===== src/rtl/ewb_queue_pkg.sv =====
// Shared types for the eviction write buffer queue.
// Line, word and controller-state definitions.
package ewb_queue_pkg;

  localparam int LINE_OFFSET_W = 4;

  typedef logic [15:0]  lc3b_word;
  typedef logic [127:0] lc3b_line;

  typedef enum logic [1:0] {
    IDLE,
    READ,
    WRITE
  } ewb_state_t;

endpackage


===== src/rtl/ewb_entry_array.sv =====
// Tag/line storage for the write buffer with occupancy-aware matching.
// Newest matching entry wins on both the read and the eviction lookup.
module ewb_entry_array
  import ewb_queue_pkg::*;
#(
  parameter  int DEPTH = 4,
  parameter  int TAG_W = 12,
  localparam int PTR_W = $clog2(DEPTH),
  localparam int CNT_W = $clog2(DEPTH + 1)
) (
  input  logic             clk,
  input  logic [PTR_W-1:0] head,
  input  logic [CNT_W-1:0] count,
  input  logic             wr_en,
  input  logic [PTR_W-1:0] wr_idx,
  input  logic [TAG_W-1:0] wr_tag,
  input  logic [127:0]     wr_data,
  input  logic [TAG_W-1:0] rd_tag,
  output logic             rd_hit,
  output logic [127:0]     rd_data,
  input  logic [TAG_W-1:0] ev_tag,
  input  logic             ev_skip_head,
  output logic             ev_hit,
  output logic [PTR_W-1:0] ev_idx,
  output logic [TAG_W-1:0] head_tag,
  output logic [127:0]     head_data
);

  logic [TAG_W-1:0] tags  [DEPTH];
  lc3b_line         lines [DEPTH];
  logic [DEPTH-1:0] valid;
  logic [DEPTH-1:0] rd_match;
  logic [DEPTH-1:0] ev_match;
  logic [PTR_W-1:0] idx;

  always_ff @(posedge clk) begin
    if (wr_en) begin
      tags[wr_idx]  <= wr_tag;
      lines[wr_idx] <= wr_data;
    end
  end

  // An entry is live when its distance from head is below count
  for (genvar g = 0; g < DEPTH; g++) begin : g_ent
    logic [PTR_W-1:0] age;
    assign age         = PTR_W'(g) - head;
    assign valid[g]    = {1'b0, age} < count;
    assign rd_match[g] = valid[g] && (tags[g] == rd_tag);
    assign ev_match[g] = valid[g] && (tags[g] == ev_tag) &&
                         !(ev_skip_head && (PTR_W'(g) == head));
  end

  always_comb begin
    rd_hit  = 1'b0;
    rd_data = '0;
    ev_hit  = 1'b0;
    ev_idx  = '0;
    idx     = '0;
    for (int a = 0; a < DEPTH; a++) begin
      idx = head + PTR_W'(a);
      if (rd_match[idx]) begin
        rd_hit  = 1'b1;
        rd_data = lines[idx];
      end
      if (ev_match[idx]) begin
        ev_hit = 1'b1;
        ev_idx = idx;
      end
    end
  end

  assign head_tag  = tags[head];
  assign head_data = lines[head];

endmodule


===== src/rtl/ewb_queue.sv =====
// Multi-entry eviction write buffer between L2 and pmem.
// Reads win over draining; hits forward, repeat evictions coalesce.
module ewb_queue
  import ewb_queue_pkg::*;
#(
  parameter  int DEPTH    = 4,
  parameter  int OFFSET_W = LINE_OFFSET_W,
  localparam int TAG_W    = 16 - OFFSET_W,
  localparam int PTR_W    = $clog2(DEPTH),
  localparam int CNT_W    = $clog2(DEPTH + 1)
) (
  input  logic             clk,
  input  logic             reset,
  input  logic             evict_valid,
  input  logic [15:0]      evict_addr,
  input  logic [127:0]     evict_data,
  output logic             evict_ready,
  input  logic             l2_read,
  input  logic [15:0]      l2_addr,
  output logic [127:0]     l2_rdata,
  output logic             l2_resp,
  output logic             pmem_read,
  output logic             pmem_write,
  output logic [15:0]      pmem_address,
  output logic [127:0]     pmem_wdata,
  input  logic [127:0]     pmem_rdata,
  input  logic             pmem_resp,
  output logic             empty,
  output logic             full,
  output logic [CNT_W-1:0] count
);

  ewb_state_t       state, state_n;
  logic [PTR_W-1:0] head, tail;
  logic             accept, append, pop;
  logic             rd_hit, ev_hit;
  logic [PTR_W-1:0] ev_idx;
  logic [TAG_W-1:0] head_tag;
  lc3b_line         rd_data, head_data;
  logic             unused_low;

  assign unused_low  = ^{evict_addr[OFFSET_W-1:0],
                         l2_addr[OFFSET_W-1:0]};
  assign full        = count == CNT_W'(DEPTH);
  assign empty       = count == '0;
  assign evict_ready = !full;
  assign accept      = evict_valid && !full;
  assign append      = accept && !ev_hit;
  assign pop         = (state == WRITE) && pmem_resp;

  ewb_entry_array #(
    .DEPTH(DEPTH),
    .TAG_W(TAG_W)
  ) u_array (
    .clk         (clk),
    .head        (head),
    .count       (count),
    .wr_en       (accept),
    .wr_idx      (ev_hit ? ev_idx : tail),
    .wr_tag      (evict_addr[15:OFFSET_W]),
    .wr_data     (evict_data),
    .rd_tag      (l2_addr[15:OFFSET_W]),
    .rd_hit      (rd_hit),
    .rd_data     (rd_data),
    .ev_tag      (evict_addr[15:OFFSET_W]),
    .ev_skip_head(state == WRITE),
    .ev_hit      (ev_hit),
    .ev_idx      (ev_idx),
    .head_tag    (head_tag),
    .head_data   (head_data)
  );

  always_ff @(posedge clk) begin
    if (reset) begin
      state <= IDLE;
      head  <= '0;
      tail  <= '0;
      count <= '0;
    end else begin
      state <= state_n;
      if (append) tail <= tail + PTR_W'(1);
      if (pop) head <= head + PTR_W'(1);
      count <= count + CNT_W'(append) - CNT_W'(pop);
    end
  end

  always_comb begin
    state_n      = state;
    pmem_read    = 1'b0;
    pmem_write   = 1'b0;
    pmem_address = {l2_addr[15:OFFSET_W], {OFFSET_W{1'b0}}};
    pmem_wdata   = '0;
    l2_resp      = 1'b0;
    l2_rdata     = '0;
    case (state)
      IDLE: begin
        if (l2_read && rd_hit) begin
          l2_resp  = 1'b1;
          l2_rdata = rd_data;
        end else if (l2_read) begin
          state_n = READ;
        end else if (!empty) begin
          state_n = WRITE;
        end
      end
      READ: begin
        pmem_read = 1'b1;
        if (pmem_resp) begin
          l2_resp  = 1'b1;
          l2_rdata = pmem_rdata;
          state_n  = IDLE;
        end
      end
      WRITE: begin
        pmem_write   = 1'b1;
        pmem_address = {head_tag, {OFFSET_W{1'b0}}};
        pmem_wdata   = head_data;
        // A miss waits for the write; a hit never needs pmem
        if (l2_read && rd_hit) begin
          l2_resp  = 1'b1;
          l2_rdata = rd_data;
        end
        if (pmem_resp) state_n = IDLE;
      end
      default: state_n = IDLE;
    endcase
  end

endmodule


===== config.mk =====
export PLATFORM = sky130hd
export DESIGN_NAME = ewb_queue
export DESIGN_NICKNAME = d
export VERILOG_FILES = /design/src/rtl/ewb_queue_pkg.sv /design/src/rtl/ewb_entry_array.sv /design/src/rtl/ewb_queue.sv
export SDC_FILE = /design/constraint.sdc
export NUM_CORES = 1
export LEC_CHECK = 0
export ABC_AREA = 1
export CAP_MARGIN = 20
export CORE_MARGIN = 3
export CORE_UTILIZATION = 29
export DETAILED_ROUTE_END_ITERATION = 7
export SYNTH_ARGS = -nofsm -noshare
export SYNTH_HDL_FRONTEND = slang
export SYNTH_SLANG_ARGS = --single-unit

===== constraint.sdc =====
create_clock -name clk -period 31 [get_ports clk]
set_input_delay 7.75 -clock clk [delete_from_list [all_inputs] [get_ports clk]]
set_output_delay 7.75 -clock clk [all_outputs]
set_load 0.01 [all_outputs]

# Yosys cells after proc, flatten, opt, wreduce, memory -nomap -nowiden
# Memory sizes are Yosys's and may differ from the RTL's. A register that Yosys moved wholly into a read port is not among the register bits.
# Index checks and enable logic that the tools add are counted.
# word_totals
ff_bits	9
ram_bits	560
in_bits	293
out_inout_bits	281
word_cells	127
memories	2
# op_classes
add_sub_neg	10
n_lt_le_gt_ge	8
n_eq_ne	17
n_mux	54
n_reduce_logical	32
# memory_table
memory	words	width	rd	rd_clocked_by_memory_dff	write_ports	line	source
u_array.lines	4	128	4	1	1	ewb_entry_array.sv:30	lc3b_line lines [DEPTH];
u_array.tags	4	12	5	1	1	ewb_entry_array.sv:29	logic [TAG_W-1:0] tags [DEPTH];
# ops
cell	count
128-bit two-way mux	7
128-bit case mux with 2 select lines	1
12-bit == test	8
2-bit two-way mux	13
1-bit two-way mux	22
1-bit logical AND	20
1-bit binary-select mux with 2-bit select	8
16-bit two-way mux	1
2-bit by 3-bit less-than comparator with 1-bit output	4
2-bit by 3-bit less-than comparator with 1-bit output, second input constant	4
1-bit logical NOT	6
2-bit by 1-bit adder with 2-bit output, second input constant	2
2-bit adder, second input constant	2
2-bit == test, first input constant	2
2-bit logical NOT	2
2-bit case mux with 2 select lines	1
2-bit OR reduction	2
1-bit by 2-bit subtractor with 2-bit output, first input constant	2
2-bit subtractor, first input constant	2
3-bit by 1-bit adder with 3-bit output	1
3-bit == test, second input constant	1
3-bit logical NOT	1
3-bit inequality test, second input constant	1
3-bit AND reduction	1
other kinds (7)	7

# Depth between registers and ports, before layout
# Gate-level depths: netlist (run 1).
# logic_depth
ltp_word	14
mapped_depth	27
depth_no_buf	19

# Hierarchy
# A second synthesis (run 1) with hierarchy kept.
# hier_totals
cells_unflattened	5412
area_unflattened_um2	40936.8
# by_module_without_submodules
module	instances	cells_each	area_each_um2	seq_area_each_um2
ewb_entry_array	1	4743	37230.7	16816.1
ewb_queue	1	669	3706.1	180.2

# Worst setup path before layout (run 1)
# Ideal clock, no wire load.
# synth_timing
kind	input to register
start	input port evict_addr[4]
end	memory u_array.lines[0][0] (netlist bit), enable pin
setup_time_ps	812
arrival_time_ps	18410
required_ps	30188
path_slack_ps	11778
stages	17
n_path_buf	1
path_cell_list	clkbuf_1 inv_1 nand2_1 nand2_1 nor2_1 nand2_1 nor2_1 nand3_1 nand2_1 nand3_1 nand2_1 nor2_1 nand2_1 nand2_1 nor2_1 nor2_1 nor3_1
# synth_between
elab_chain_cells	10
word_cells_on_any_way	29
classes_between	eq/ne (4); mux (17); reduce/logical (8)
# synth_lines
element	line	source
start: declaration	ewb_queue.sv:15	input logic [15:0] evict_addr,
12-bit == test	ewb_entry_array.sv:49	assign ev_match[g] = valid[g] && (tags[g] == ev_tag) &&
1-bit logical AND (2 in series)	ewb_entry_array.sv:49	
1-bit binary-select mux with 2-bit select	ewb_entry_array.sv:65	if (ev_match[idx]) begin
1-bit two-way mux (not written as such)	ewb_entry_array.sv:65	
2-bit two-way mux / 1-bit two-way mux (equally long branches) (4 in series)	ewb_entry_array.sv:65	
2-bit two-way mux (*)	ewb_queue.sv:59	.wr_idx (ev_hit ? ev_idx : tail),
end: declaration	ewb_entry_array.sv:30	
# Mark *: on every way between the ends. The rest lies on a longest branch, timed or not. The select of a mux whose other input is x is not followed.

# Worst setup path in the final report (run 1)
# layout_timing
start	input port l2_addr[5]
end	output port l2_rdata[54]
# layout_between
elab_chain_cells	11
word_cells_on_any_way	27
classes_between	eq/ne (4); mux (18); reduce/logical (5)
# layout_lines
element	line	source
start: declaration	ewb_queue.sv:19	input logic [15:0] l2_addr,
12-bit == test	ewb_entry_array.sv:48	assign rd_match[g] = valid[g] && (tags[g] == rd_tag);
1-bit logical AND	ewb_entry_array.sv:48	
1-bit binary-select mux with 2-bit select	ewb_entry_array.sv:61	if (rd_match[idx]) begin
1-bit two-way mux (not written as such)	ewb_entry_array.sv:61	
1-bit two-way mux (4 in series)	ewb_entry_array.sv:61	
1-bit logical AND	ewb_queue.sv:97, ewb_queue.sv:119	
128-bit two-way mux (*)	ewb_queue.sv:97, ewb_queue.sv:119	
128-bit case mux with 2 select lines (*)	ewb_queue.sv:95	case (state)
end: declaration	ewb_queue.sv:20	output logic [127:0] l2_rdata,
# Marks and branches as above.

==> summary.md, run 1 <==
| Metric | Value |
|---|---|
| Status | `finished clean` |
| RSZ-0062 raised after global routing | `no` |
| Die extent in y | `392.1 um` |
| Post-synthesis simple-gate area fraction | `30.16%` |
| TritonCTS clock tree | `built` |
| Post-Synth Adder-Cell Area | `0.4514%` |
| RR Endpoint | `u_array.lines[1][52]$_DFFE_PP_` |
| RD Place Congestion | `0.8535` |
| Initial antenna violation count | `25` |
| Synth Area in Compound Gates | `17.90%` |
| Crit path arrival time | `12980 ps` |
| Synthesized area | `43240 um^2` |
| Vias in the first global route | `39523` |
| HP Class | `reg -> reg` |
| GR Overflow Total | `0` |
| Power Total | `3.758 mW` |
| Clock Sinks | `571` |
| Top achievable clock speed | `48.23 MHz` |
| Largest net degree at the start of global routing | `137` |
| H-tree Lvls | `3` |
| DRT Pass-1 Iters | `6` |
| Clock buffer depth | `3` |
| Vias per inst | `4.977` |
| CTS resizes | `0` |
| Max-slew violations | `0` |
| Rows | `141` |
| CP max FO | `76` |
| Area growth, synth to finish | `20.49%` |
| Final nets | `6965` |
| Endpoints failing hold | `0` |
| Worst-Margin Slew | `1076 ps` |
| Cell mode on critical path | `nand2_1` |
| Residual DRC count | `0` |
| Post-Syn Area per Cell | `6.744 um^2` |
| Post-synthesis sequential area ratio | `39.40%` |
| CP startpoint | `l2_addr[5]` |
| Post-CTS Setup Bufs | `0` |
| Crit Path Category | `in -> out` |
| I/O pins | `574` |
| Nature of the critical path startpoint | `primary input` |
| Setup TNS | `0 ps` |
| Wirelength per Cell | `18.30 um` |
| Largest family of logic cells by synthesized area | `simple AND/OR/NAND/NOR gates` |
| Post-DRT Antenna Nets | `0` |
| Crit path to | `l2_rdata[54]` |
| Core Util, Final | `35.24%` |
| Initial Util | `29.25%` |
| Leak pwr | `21.09 nW` |
| Final setup violation count | `0` |
| Routed via count | `43049` |
| CTS Buf Count | `71` |
| Crit path required time | `23250 ps` |
| Mapped Cells | `6412` |
| Cell accounting for the most synthesized area | `edfxtp_1` |
| Die X | `392.1 um` |
| YS warnings | `0` |
| CTS hold repair buffers | `0` |
| WHS Path Cells | `2` |
| PwrDens | `72.12 nW/um^2` |
| First-pass GRT wire length | `233.0 mm` |
| PortBufs | `561` |
| Root Buffer Master | `clkbuf_16` |
| Fin crit period | `20730 ps` |
| # Max-Cap Violations | `0` |
| Top post-synthesis cells by area | `edfxtp_1 39%, nand2_1 19%, o21ai_0 7.8%, inv_1 6.3%, a21oi_1 5.2%` |
| Tcrit/Tclk final | `66.88%` |
| R2R setup slack | `24210 ps` |
| Gr usage total | `19.71%` |
| Reg clk slew, reported paths | `60 ps` |
| Clk_skew | `41.99 ps` |
| Core region area | `147800 um^2` |
| Total Routed Length | `158.3 mm` |
| Clock latency on the worst-skew pair | `680 ps` |
| Largest stage delay, worst path | `890 ps` |
| Post-Synth XOR/XNOR Area | `0.4253%` |
| Post-synthesis register bit count | `571` |
| Count of different cell masters after synthesis | `40` |
| Worst-case reg-to-reg path depth | `20` |
| Die area | `153800 um^2` |
| Critical R2R Launch | `head[1]$_SDFFE_PP0P_` |
| DP Wirelength | `98.34 mm` |
| Max_slew headroom | `28.26%` |
| Post-synthesis mux area share | `0.02315%` |
| Share of post-route cells with drive strength above 1 | `8.455%` |
| CP max stage cell | `inv_6` |
| Peak VDD IR | `0.05116 mV` |
| Post-synth top area share | `38.89%` |
| CP Cell Sequence | `clkdlybuf4s50_1 -> inv_2 -> nand2_1 -> nand2_1 -> nor2_1 -> nand2_1 -> nor2_1 -> nand3_1 -> nand2_2 -> inv_2 -> nand2_1 -> nand2_8 -> inv_6 -> buf_4 -> nand2_1 -> nand3_1 -> nand2_1 -> nand2_1 -> a21oi_2 -> clkdlybuf4s50_1` |
| Iteration-0 DRC Markers | `3356` |
| CP endpoint kind | `output pin` |
worst max-delay path, delay by kind of cell:
family	cells	cell delay (ps)
buffers and inverters	6	2970
AND/OR/NAND/NOR	13	1980
AO/OA/AOI/OAI	1	90
synthesized netlist by cell type:
cell and n:
nand2_1 2197, inv_1 730, o21ai_0 674, nor2_1 593, edfxtp_1 560, a21oi_1 447, clkbuf_1 273, or2_2 254
nand3_1 156, a32oi_1 128, a21oi_2 101, buf_2 100, buf_1 39, xor2_1 21, buf_4 18, buf_6 17
inv_2 17, ha_1 14, a31oi_1 12, buf_12 11, dfxtp_1 11, nand2_2 6, nor2_2 5, nor3_1 5
nand3_2 4, nand4_1 4, nor2_4 2, a211oi_1 1, and3_1 1, clkinv_1 1, conb_1 1, fa_1 1
inv_4 1, mux2i_1 1, nand2_4 1, o211ai_2 1, o21ai_1 1, o21ai_2 1, o21bai_1 1, o22ai_1 1
area by class of cell:
type                    instances  area, um^2
well taps                    1930        2415
flip-flops and latches        571       17050
multi-input cells            4637       21290
clock buffers                  87        1901
diodes                         14       35.03
repair buffers                627        6151
fillers                     15387       95740
clock inverters                35       409.1
inverters                     749        2858
how the worst min path moves through the flow:
| stage | from | endpoint | slack [ps] |
|---|---|---|---|
| 2_1_floorplan | tail[1]$_SDFFE_PP0P_ | tail[1]$_SDFFE_PP0P_ | 440 |
| 3_3_place_gp | tail[1]$_SDFFE_PP0P_ | tail[1]$_SDFFE_PP0P_ | 450 |
| 3_5_place_dp | tail[0]$_SDFFE_PP0P_ | tail[0]$_SDFFE_PP0P_ | 460 |
| 4_1_cts | tail[0]$_SDFFE_PP0P_ | tail[0]$_SDFFE_PP0P_ | 470 |
| 5_1_grt | tail[1]$_SDFFE_PP0P_ | tail[1]$_SDFFE_PP0P_ | 490 |
| 6_report | tail[0]$_SDFFE_PP0P_ | tail[0]$_SDFFE_PP0P_ | 470 |
state kept, by name (all words and copies together) (netlist names), named ones only:
name	count
u_array.lines	512
u_array.tags	48
count	3
head	2
state	2
tail	2
cells in the final DEF, fill, tap and decap left out, drive strengths merged, types with 4 or more instances in the layout:
cell type	n
nor3	5
nand2	2204
nor2	600
ha	14
buf	66
nand4	4
or2	254
o21ai	676
nand3	160
clkinv	23
a21oi	548
conb	4
diode	14
clkdlybuf4s50	561
clkbuf	87
inv	751
xor2	21
dfxtp	11
bufinv	9
edfxtp	560
a32oi	128
a31oi	12
where the power goes:
part	internal, mW	switching [mW]	leakage, nW	total, mW
logic	0.627	1.19	14.7	1.82
clock network	0.508	0.333	1.13	0.841
registers	1.02	0.0759	5.22	1.09
metrics by stage:
stage	std cells	hold WS [ps]	setup slack [ps]	cell area [um^2]
after CTS	8634	469.2	10300	52010
after global placement	8512	452.6	10350	49700
after floorplan	6415	438.9	11780	43250
after global routing	8642	489.3	10020	52080
after detailed placement	8512	460.5	10320	49700
final	8650	474.3	10270	52100
layer usage:
layer	part of all wire (%)	up-vias	track usage (%)	routed length (um)
met2	47	1748	33.30	74470
met3	7.6	357	3.677	12020
met4	3.7	10	8.553	5923
li1	-	21053	-	-
met5	0.043	-	0	68
met1	42	19881	24.48	65820
cell families after synthesis:
family / Yosys count
AO/OA/AOI/OAI: 1368
XOR/XNOR: 21
adder cells (fa/ha/maj): 15
buffers and inverters: 1207
flip-flops: 571
multiplexers: 1
other: 1
AND/OR/NAND/NOR: 3228
No activity file was read; power rests on OpenSTA's default activity.
==> inputs of run 2 (changes only) <==
Clock period 31 ns to 17.3 ns, I/O delays scaled along.
==> run 2 against run 1 <==
Against the previous run:
- die area is the same
- register-to-register slack lost 13000 ps
- combinational power grew 79%
- core utilization is essentially flat
- via count shrank 0.74%
- critical path depth is the same
- clock skew shrank 15 ps
- power grew 80%
==> summary.md, run 2 (synthesized netlist as in run 1, its figures left out) <==
| Metric | Value |
|---|---|
| Status | `finished clean` |
| HP Class | `reg -> reg` |
| CP endpoint kind | `output pin` |
| Final WS setup | `3658 ps (-6608 ps)` |
| Post-DRT Antenna Nets | `0 (unchanged)` |
| Largest register FFs | `512 (unchanged)` |
| Crit path arrival time | `9320 ps (-3660 ps)` |
| Largest stage delay, worst path | `820 ps (-70 ps)` |
| Die X | `392.1 um (unchanged)` |
| Routed via count | `42731 (-0.74%)` |
| Gr usage total | `19.71% (about the same)` |
| WHS Path Cells | `2 (unchanged)` |
| Initial Util | `29.25% (unchanged)` |
| Hold_sp | `tail[1]$_SDFFE_PP0P_` |
| PortBufs | `561 (unchanged)` |
| Rows | `141 (unchanged)` |
| GR Overflow Total | `0 (unchanged)` |
| Clock buffer depth | `3 (unchanged)` |
| Peak VDD IR | `0.1425 mV (+180%)` |
| PwrDens | `129.6 nW/um^2 (+80%)` |
| Area growth, synth to finish | `20.54% (about the same)` |
| First-pass GRT wire length | `233.3 mm (+0.10%)` |
| Top achievable clock speed | `73.31 MHz` |
| Int Pwr | `3.871 mW (+80%)` |
| Max_slew headroom | `25.60% (-2.7 points)` |
| Sequential fraction of design power | `29.1% (about the same)` |
| Fin crit period | `13640 ps` |
| Wirelength per Cell | `18.19 um (-0.61%)` |
| RSZ-0062 raised after global routing | `no` |
| TritonCTS clock tree | `built` |
| Gate power share | `48.2% (-0.3 points)` |
| Cell mode on critical path | `nand2_1` |
| CP max stage cell | `buf_4` |
| Core region area | `147800 um^2 (unchanged)` |
| Worst Setup Slack post-DPL | `3723 ps (-6600 ps)` |
| I/O pins | `574 (unchanged)` |
| Iteration-0 DRC Markers | `3473 (+3.5%)` |
| Top reg by flops | `u_array.lines` |
| CTS hold repair buffers | `0 (unchanged)` |
| Leading cell type in the layout, fill and taps excluded | `nand2_1` |
| Initial antenna violation count | `22 (-12%)` |
| Reg clk slew, reported paths | `60 ps (about the same)` |
| Footprint of the multi-input gates | `21290 um^2 (unchanged)` |
| Critical R2R Launch | `head[0]$_SDFFE_PP0P_` |
| Most frequent cells in the layout | `2197 x nand2_1, 728 x inv_1, 674 x o21ai_0, 591 x nor2_1, 561 x clkdlybuf4s50_1` |
| Total Routed Length | `157.4 mm (-0.56%)` |
| CTS resizes | `0 (unchanged)` |
| DP Wirelength | `98.29 mm (about the same)` |
| Top flop regs | `u_array.lines x512, u_array.tags x48, count x3` |
| Root Buffer Master | `clkbuf_16` |
| Max-slew violations | `0 (unchanged)` |
| Crit path required time | `12980 ps (-10270 ps)` |
| Endpoints failing hold | `0 (unchanged)` |
| DRT Pass-1 Iters | `6 (unchanged)` |
| Crit Path Category | `in -> out` |
| Final nets | `6963 (-0.029%)` |
| Vias per inst | `4.938 (-0.78%)` |
| Post-CTS Setup Bufs | `0 (unchanged)` |
| CP startpoint | `l2_addr[5]` |
| Hold_ws | `475.0 ps (+0.6640 ps)` |
| Die extent in y | `392.1 um (unchanged)` |
| Leak pwr | `21.09 nW (about the same)` |
| Die area | `153800 um^2 (unchanged)` |
| Clock power frac | `22.7% (+0.3 points)` |
| FILL cells | `15519 (+0.86%)` |
| RD Place Congestion | `0.8724 (+2.2%)` |
| Final Non-Filler Cells | `8654 (+0.046%)` |
| Share of post-route cells with drive strength above 1 | `8.510% (+0.055 points)` |
| Largest net degree at the start of global routing | `189 (+38%)` |
| Final setup violation count | `0 (unchanged)` |
| Switching part of the total | `42.69% (about the same)` |
| Setup TNS | `0 ps (unchanged)` |
| Residual DRC count | `0 (unchanged)` |
| Register area | `17050 um^2 (unchanged)` |
| Worst-Margin Slew | `1116 ps (+39.84 ps)` |
| CP Cell Sequence | `clkdlybuf4s50_1 -> inv_2 -> nand2_1 -> nand2_1 -> nor2_1 -> nand2_1 -> nor2_1 -> nand3_1 -> nand2_2 -> inv_2 -> nand2_1 -> nand2_8 -> inv_6 -> buf_4 -> nand2_1 -> nand3_1 -> nand2_1 -> nand2_1 -> a21oi_2 -> clkdlybuf4s50_1` |
| Vias in the first global route | `39629 (+0.27%)` |
| Psw | `2.883 mW (+80%)` |
| CP max FO | `83 (+9.2%)` |
| # Max-Cap Violations | `0 (unchanged)` |
| H-tree Lvls | `3 (unchanged)` |
| Clock latency on the worst-skew pair | `670 ps (about the same)` |
| Nature of the critical path startpoint | `primary input` |
| CTS Buf Count | `71 (unchanged)` |
| Clk_skew | `26.57 ps (-15.43 ps)` |
| Tcrit/Tclk final | `78.85%` |
| Placed instance count | `8512 (unchanged)` |
| Worst-case reg-to-reg path depth | `20 (unchanged)` |
| Clock Sinks | `571 (unchanged)` |
==> run 2: power groups by stage <==
stage          sequential (mW)  combinational, mW  clock [mW]
3_3_place_gp              1.98               3.20           0
3_5_place_dp              1.99               3.24           0
5_1_grt                   1.99               3.61        1.63
2_1_floorplan             2.02               2.14           0
6_report                  1.97               3.25        1.54
4_1_cts                   1.96               3.25        1.57
==> run 2: worst max-delay path, delay by kind of cell <==
kind	cells	cell delay (ps)
AOI/OAI and AO/OA	1	110
and+or+nand+nor	13	2010
buffers and inverters	6	2650
==> run 2: worst paths after layout <==
path                                    endpoint  slack (ps)
setup / recovery                    l2_rdata[52]        3660
hold / removal              tail[1]$_SDFFE_PP0P_         470
setup reg to reg  u_array.lines[3][17]$_DFFE_PP_       10770
hold reg to reg             tail[1]$_SDFFE_PP0P_         470
==> run 2: stage by stage <==
stage	total power [mW]	util, %	instance area, um^2
after global placement	5.184	33.63	49720
after CTS	6.787	35.23	52090
final	6.755	35.26	52120
after floorplan	4.155	-	43250
after detailed placement	5.229	33.63	49720
after global routing	7.230	35.24	52100
==> run 2: layout make-up <==
type	instances	area share, %
Antenna cell	14	0.06722
Clock buffer	86	3.678
Clock inverter	42	0.8714
Inverter	749	5.483
Multi-Input combinational cell	4637	40.84
Sequential cell	571	32.71
Tap cell	1930	4.633
Timing Repair Buffer	625	11.72
==> run 2: layer usage <==
| metal | part of all wire, % | track usage [%] | wire (um) | vias to the layer above |
|---|---|---|---|---|
| met5 | 0.063 | 0 | 99 | - |
| met4 | 3.3 | 8.265 | 5194 | 12 |
| met3 | 7.5 | 3.373 | 11820 | 336 |
| met2 | 47 | 33.38 | 74730 | 1702 |
| met1 | 42 | 24.71 | 65570 | 19652 |
| li1 | - | - | - | 21029 |
